==> src/rtl/tick_generator.sv <==
// Multi-channel runtime-programmable tick-enable generator: per-channel divisor,
// periodic or one-shot mode, a blink toggle, and a free-running cycle counter.
module tick_generator #(
  parameter int unsigned  CHANNELS    = 4,
  parameter int unsigned  WIDTH       = 26,
  parameter int unsigned  DEFAULT_DIV = 25_000_000,
  localparam int unsigned CHAN_W      = (CHANNELS > 1) ? $clog2(CHANNELS) : 1
) (
  input  logic                clock,
  input  logic                reset_n,
  input  logic                enable,
  input  logic                cfg_we,
  input  logic [CHAN_W-1:0]   cfg_chan,
  input  logic [WIDTH-1:0]    cfg_div,
  input  logic                cfg_oneshot,
  output logic [CHANNELS-1:0] tick,
  output logic [CHANNELS-1:0] toggle,
  output logic [CHANNELS-1:0] active,
  output logic [31:0]         free_count
);

  localparam logic [WIDTH-1:0] RST_DIV = WIDTH'(DEFAULT_DIV);
  localparam logic [WIDTH-1:0] RST_CNT = (DEFAULT_DIV == 0) ? '0 : WIDTH'(DEFAULT_DIV - 1);
  localparam logic             RST_ACT = (DEFAULT_DIV != 0);

  logic [WIDTH-1:0]    r_div [CHANNELS];
  logic [WIDTH-1:0]    r_cnt [CHANNELS];
  logic [CHANNELS-1:0] r_mode;
  logic [CHANNELS-1:0] r_active;
  logic [CHANNELS-1:0] r_tick;
  logic [CHANNELS-1:0] r_toggle;
  logic [31:0]         r_free;

  logic [WIDTH-1:0]    w_div_nxt [CHANNELS];
  logic [WIDTH-1:0]    w_cnt_nxt [CHANNELS];
  logic [CHANNELS-1:0] w_mode_nxt;
  logic [CHANNELS-1:0] w_active_nxt;
  logic [CHANNELS-1:0] w_tick_nxt;
  logic [CHANNELS-1:0] w_toggle_nxt;

  // Per-channel next state; a config write to a channel overrides its count step.
  always_comb begin
    w_div_nxt    = r_div;
    w_cnt_nxt    = r_cnt;
    w_mode_nxt   = r_mode;
    w_active_nxt = r_active;
    w_toggle_nxt = r_toggle;
    w_tick_nxt   = '0;
    for (int i = 0; i < CHANNELS; i++) begin
      if (cfg_we && (cfg_chan == CHAN_W'(i))) begin
        if (cfg_div != '0) begin
          w_div_nxt[i]    = cfg_div;
          w_cnt_nxt[i]    = cfg_div - WIDTH'(1);
          w_mode_nxt[i]   = cfg_oneshot;
          w_active_nxt[i] = 1'b1;
        end else begin
          w_active_nxt[i] = 1'b0;
        end
      end else if (r_active[i] && enable) begin
        if (r_cnt[i] != '0) begin
          w_cnt_nxt[i] = r_cnt[i] - WIDTH'(1);
        end else begin
          w_tick_nxt[i]   = 1'b1;
          w_toggle_nxt[i] = ~r_toggle[i];
          // One-shot parks at zero and drops active; periodic reloads.
          if (r_mode[i]) begin
            w_active_nxt[i] = 1'b0;
          end else begin
            w_cnt_nxt[i] = r_div[i] - WIDTH'(1);
          end
        end
      end
    end
  end

  always_ff @(posedge clock or negedge reset_n) begin
    if (!reset_n) begin
      for (int i = 0; i < CHANNELS; i++) begin
        r_div[i] <= RST_DIV;
        r_cnt[i] <= RST_CNT;
      end
      r_mode   <= '0;
      r_active <= {CHANNELS{RST_ACT}};
      r_tick   <= '0;
      r_toggle <= '0;
      r_free   <= '0;
    end else begin
      r_div    <= w_div_nxt;
      r_cnt    <= w_cnt_nxt;
      r_mode   <= w_mode_nxt;
      r_active <= w_active_nxt;
      r_tick   <= w_tick_nxt;
      r_toggle <= w_toggle_nxt;
      r_free   <= r_free + 32'd1;
    end
  end

  assign tick       = r_tick;
  assign toggle     = r_toggle;
  assign active     = r_active;
  assign free_count = r_free;

endmodule

==> config.mk <==
export PLATFORM = sky130hd
export DESIGN_NAME = tick_generator
export DESIGN_NICKNAME = d
export VERILOG_FILES = /design/src/rtl/tick_generator.sv
export SDC_FILE = /design/constraint.sdc
export NUM_CORES = 1
export LEC_CHECK = 0
export ABC_AREA = 1
export CAP_MARGIN = 20
export CORE_ASPECT_RATIO = 0.75
export CORE_MARGIN = 1
export CORE_UTILIZATION = 60
export CTS_CLUSTER_SIZE = 40
export DETAILED_ROUTE_END_ITERATION = 10
export GPL_TIMING_DRIVEN = 0
export PLACE_DENSITY = 0.85
export SETUP_SLACK_MARGIN = 0.2
export SYNTH_ARGS = -nofsm -noshare
export SYNTH_HDL_FRONTEND = slang
export SYNTH_SLANG_ARGS = --single-unit
==> constraint.sdc <==
create_clock -name clock -period 4.09 [get_ports clock]
set_input_delay 0.818 -clock clock [delete_from_list [all_inputs] [get_ports clock]]
set_output_delay 0.818 -clock clock [all_outputs]
set_load 0.02 [all_outputs]
* Word level (Yosys, flattened, before mapping) *
Cells that the tools add are included.

storage, ports and cells
  memories = 0
  input port bits = 33
  bits in latches = 0
  bits in read-only memories = 0
  logic and storage cells = 143
  bits in writable memories = 0
  register bits after elaboration = 256

operators by class
  add/subtract/negate cells = 10
  reduce and logical (&&, ||, !) cells = 38
  shifts and indexed selects = 0
  bitwise operators = 12
  $lt $le $gt $ge = 0
  muxes and demuxes = 46
  equality and inequality tests = 15
  multipliers = 0
  div/mod/pow operators = 0

operators with widths
  operator                                                                count
  26-bit two-way mux                                                      17
  26-bit by 1-bit subtractor with 26-bit output (second input constant)   9
  26-bit nonzero test                                                     5
  3-bit AND reduction                                                     12
  32-bit by 1-bit adder with 32-bit output (second input constant)        1
  1-bit two-way mux                                                       29
  2-bit nonzero test                                                      8
  2-bit != test (second input constant)                                   6
  3-bit by 1-bit != test with 1-bit output (second input constant)        4
  1-bit inverter                                                          12
  1-bit logical AND                                                       8
  2-bit AND reduction                                                     4
  2-bit equality test (second input constant)                             2
  2-bit by 1-bit != test with 1-bit output (second input constant)        2
  2-bit by 1-bit equality test with 1-bit output (second input constant)  1
  2-bit zero test                                                         1

* Longest topological paths before layout *
  depth after elaboration = 5
  depth in mapped cells = 19
  mapped depth without buffers = 18

* Least setup slack after synthesis *
Ideal clock, no wire load.

  path type = input to register
  start = input cfg_div[0]
  end = register r_cnt[32] (netlist bit)
  stages = 15
  data arrival time = 2.380 ns
  required time = 3.963 ns
  slack = 1.583 ns
  cells stage by stage = clkinv_1 ha_1 nand2_1 nor2_4 nand2_2 nor2_1 nand3_1 nand2_1 buf_4 nand2_1 nand2_2 inv_2 buf_2 o211ai_1 o21ai_1

between the ends
  word-level cells in the longest chain between the ends = 3
  elaborated cells on any way between the ends = 6

RTL lines
  what                                                                                         RTL line  source
  start, declared                                                                              14        input logic [WIDTH-1:0] cfg_div,
  26-bit by 1-bit subtractor with 26-bit output / 26-bit nonzero test (equally long branches)  53, 51
  26-bit two-way mux / 2-bit != test (equally long branches)                                   n/a
  26-bit two-way mux / 3-bit AND reduction (equally long branches)                             n/a
  end signal, assigned                                                                         89        r_cnt <= w_cnt_nxt;
  end, declared                                                                                27        logic [WIDTH-1:0] r_cnt [CHANNELS];

Parallel ways exist; a longest one is shown, timed or not. The select of a mux whose other input is x is not followed.
A chain may end at the register's enable or synchronous reset.

* Worst setup path in the final report *
  start = input cfg_div[0]
  end = register r_cnt[52] (netlist bit)

between the ends
  word-level cells in the longest chain between the ends = 3
  elaborated cells on any way between the ends = 6

RTL lines
  what                                                                                         RTL line
  26-bit by 1-bit subtractor with 26-bit output / 26-bit nonzero test (equally long branches)  53, 51
  26-bit two-way mux / 2-bit by 1-bit != test with 1-bit output (equally long branches)        n/a
  26-bit two-way mux / 3-bit AND reduction (equally long branches)                             n/a

Parallel ways exist; a longest one is shown, timed or not. The select of a mux whose other input is x is not followed.

==> impl_metrics.py <==
metrics = {
    "floorplan": {
        "die_x_um": 198,
        "start_util_pct": 61.3,
        "die_area_um2": 29500,
        "coreArea_um2": 28200,
        "num_io_pins": 77,
        "fp.dieH_um": 149,
        "row_count": 53,
    },
    "synth": {
        "synth_fp_nets": 2607,
        "synth.area.top_cells": "dfrtp_1 (20%), dfstp_2 (18%), nand2_1 (17%)",
        "synth-warning-count": 0,
        "synthArstFlopShare_pct": 100,
        "synth-edff-count": 0,
        "synth_top_area_share_pct": 19.7,
        "avgSynthCellArea_um2": 6.73,
        "synth_cell_types": 40,
        "yosysSeqAreaShare_pct": 37.9,
        "syn_inst": 2568,
        "ys.flop_type": "dfrtp_1",
        "yosys_register_bits": 256,
        "yosysTopAreaCell": "dfrtp_1",
        "synth_area_um2": 17300,
    },
    "power_and_ir_drop": {
        "swShare_pct": 42.4,
        "clkPwrFrac_pct": 24.7,
        "seqPwrFrac_pct": 35.6,
        "power_mw": 10.9,
        "p_sw_mw": 4.61,
        "power.leakage_nw": 9.36,
        "internal_power_mw": 6.27,
        "ir_worst_vdd_mv": 0.362,
        "p_per_area_nw_per_um2": 556,
        "comb_power_share_pct": 39.7,
    },
    "critical_path": {
        "ff2ff_setup_slack_ns": 0.93,
        "worstPathMaxFanout": 10,
        "required_ns": 4.60,
        "crit_arrival_ns": 4.28,
        "setup.worst_path.end_class": "flip-flop",
        "reg2reg_from": "r_cnt[49]$_DFFE_PN0P_",
        "crit_type": "in2reg",
        "r2r_end": "r_cnt[50]$_DFFE_PN1P_",
        "cp-start-kind": "input pin",
        "r2r_cells": 15,
    },
    "global_route": {
        "grt.busiest_layer": "met1",
        "grt_pass1_vias": 16800,
        "grt_pass1_wl_um": 95000,
        "grtUsageTotal_pct": 42.6,
        "globalRouteMet1Util_pct": 59.7,
        "gr-total-overflow": 0,
        "grt_antenna_before_repair": 1,
        "grt_max_degree": 129,
        "use_met2_pct": 59.6,
        "use_met3_pct": 14.7,
    },
    "place": {
        "dpl_worst_slack_ns": -0.0583,
        "post-dp-hpwl_um": 45900,
        "portBuffers": 75,
        "placed_cells": 3031,
        "dpl_cell_area_um2": 18600,
        "place_congestion": 0.990,
    },
    "timing": {
        "setup_slack_ns": 0.317,
        "holdWs_ns": 0.0305,
        "max_freq_ghz": 0.265,
        "hold_violations": 0,
        "finClkSkew_ns": 0.0147,
        "setup_viol": 0,
        "slew_headroom_pct": 16.5,
        "tightest_slew_ns": 1.25,
        "finalSetupTns_ns": 0,
        "min_period_ns": 3.77,
        "rsz0062_at_grt": "no",
        "post-route-period-util_pct": 92.3,
        "maxSlewViolCount": 0,
    },
    "route": {
        "via_per_inst": 5.91,
        "drt.antenna.violating_nets": 0,
        "drc": 0,
        "dr.pass1.iters": 6,
        "avgRoutedWirePerCell_um": 20.2,
        "drt_iter0_drc": 2361,
        "wl_um": 62300,
        "vias": 18200,
    },
    "clocking": {
        "cts_tree": "done",
        "cts_root_buf": "clkbuf_16",
        "htreeDepth": 1,
        "worstSkewPairLatency_ns": 0.58,
        "clk_path_buf_depth": 3,
        "clock-sinks": 256,
        "path_clk_slew_ns": 0.07,
        "cts_buffers": 28,
    },
    "run_status": {
        "outcome": "finished, final reports clean",
    },
    "final_layout": {
        "layout.nets": 2718,
        "fin_cells": 3086,
        "syn_to_final_growth_pct": 13.3,
        "diodes": 0,
        "utilization_pct": 69.5,
        "stdcell_area_um2": 19600,
        "layout-drive-gt1-share_pct": 14.9,
        "n_fill_cell": 2481,
    },
    "run": {
        "max_cap_violations": 0,
    },
    "min_path": {
        "hold_path.class": "in2async",
    },
}
-- cell usage after synthesis (9+ instances only) --
library cell  count
a21oi_1         103
a22oi_1          16
buf_2            37
buf_4            12
buf_6            10
clkbuf_1         30
dfrtp_1         136
dfstp_2         120
inv_1           208
inv_2            66
nand2_1         778
nand2_2          29
nand3_1         228
nand3b_1         40
nand4_1          15
nor2_1          343
nor2_2           37
nor2_4           17
nor3_1           18
o211ai_1         10
o21ai_0         148
o21ai_1          55
o22ai_1           9
xor2_1           57
-- routing by layer --
| layer | up-vias | part of all wire [%] |
|---|---|---|
| li1 | 8380 | - |
| met1 | 8483 | 40 |
| met2 | 1170 | 40 |
| met3 | 189 | 15 |
| met4 | 2 | 4.5 |
| met5 | - | 0.12 |
-- registers in the layout (all words and copies together) (netlist names) --
register and cells:
active 4, r_cnt 104, toggle 4, tick 4, r_div 104, free_count 32, r_mode 4
-- worst max path at each step --
stage,from,endpoint,slack [ns],depth (start not counted)
finish,cfg_div[0],r_cnt[52]$_DFFE_PN1P_,0.32,15
global route,cfg_div[0],r_cnt[58]$_DFFE_PN0P_,0.21,15
CTS,cfg_div[0],r_cnt[52]$_DFFE_PN1P_,0.53,15
detailed placement,cfg_div[0],r_cnt[53]$_DFFE_PN1P_,-0.06,15
global placement,reset_n,r_cnt[75]$_DFFE_PN0P_,-8.44,1
floorplan,cfg_div[0],r_cnt[32]$_DFFE_PN0P_,1.58,15
-- logic make-up after synthesis --
| group | Yosys count | synth area share [%] |
|---|---|---|
| simple gates | 1527 | 38.9 |
| xor+xnor | 64 | 3.24 |
| buf+inv | 368 | 8.95 |
| compound gates | 347 | 10.6 |
| flops | 256 | 37.9 |
| fa+ha+maj | 6 | 0.434 |
-- placed cells by master, fill, tap and decap left out, types with 6 or more instances in the layout --
cell             synthesis  routed
nand2_2                 29      29
o22ai_1                  9       9
inv_1                  208     208
o21ai_1                 55      55
o21ai_0                148     148
dfrtp_1                136     136
nand4_1                 15      15
buf_6                   10      11
clkbuf_1                30      34
nand2_1                778     778
inv_2                   66      66
nor2_4                  17      17
nor2_1                 343     343
nor3_1                  18      18
o211ai_1                10      10
nand3_1                228     228
nand3b_1                40      40
xor2_1                  57      56
a21oi_1                103     103
dfstp_2                120     120
buf_4                   12      13
clkdlybuf4s50_1          0      74
nand3_2                  6       6
buf_2                   37      37
xnor2_1                  7       7
clkbuf_16                0      29
a22oi_1                 16      16
nor2_2                  37      37
ha_1                     6       6
-- worst max-delay path, cell delays in order --
cell and delay [ns]:
clkdlybuf4s50_1 0.63, clkinv_1 0.46, ha_1 0.42, nand2_1 0.14, nor2_4 0.08, nand2_2 0.11, nor2_1 0.06, nand3_1 0.25
nand2_1 0.11, nand2_1 0.08, nand2_1 0.09, inv_1 0.14, buf_1 0.59, o211ai_1 0.19, o21ai_1 0.13
-- power by group through the flow --
| stage | logic, mW | registers, mW | clock network (mW) |
|---|---|---|---|
| after floorplan | 3.12 | 3.72 | 0 |
| after global placement | 4.06 | 3.85 | 0 |
| after detailed placement | 4.16 | 3.86 | 0 |
| after CTS | 4.19 | 3.83 | 2.70 |
| after global routing | 4.82 | 3.92 | 2.80 |
| final | 4.32 | 3.87 | 2.69 |
-- layout make-up --
type | instances | area [um2] | area share, %
multi-input cells | 1944 | 9190 | 46.9
flip-flops and latches | 256 | 6560 | 33.5
inverters | 277 | 1040 | 5.31
repair buffers | 81 | 845 | 4.31
clock buffers | 37 | 786 | 4.01
plain buffers | 91 | 508 | 2.59
well taps | 385 | 482 | 2.46
clock inverters | 15 | 180 | 0.920
-- what timing repair did --
item	CTS	global route
hold buffers	0	0
setup buffers	0	0
setup endpoints to repair	0	3
resized for setup	0	2
Power figures use the tool's default switching activity.
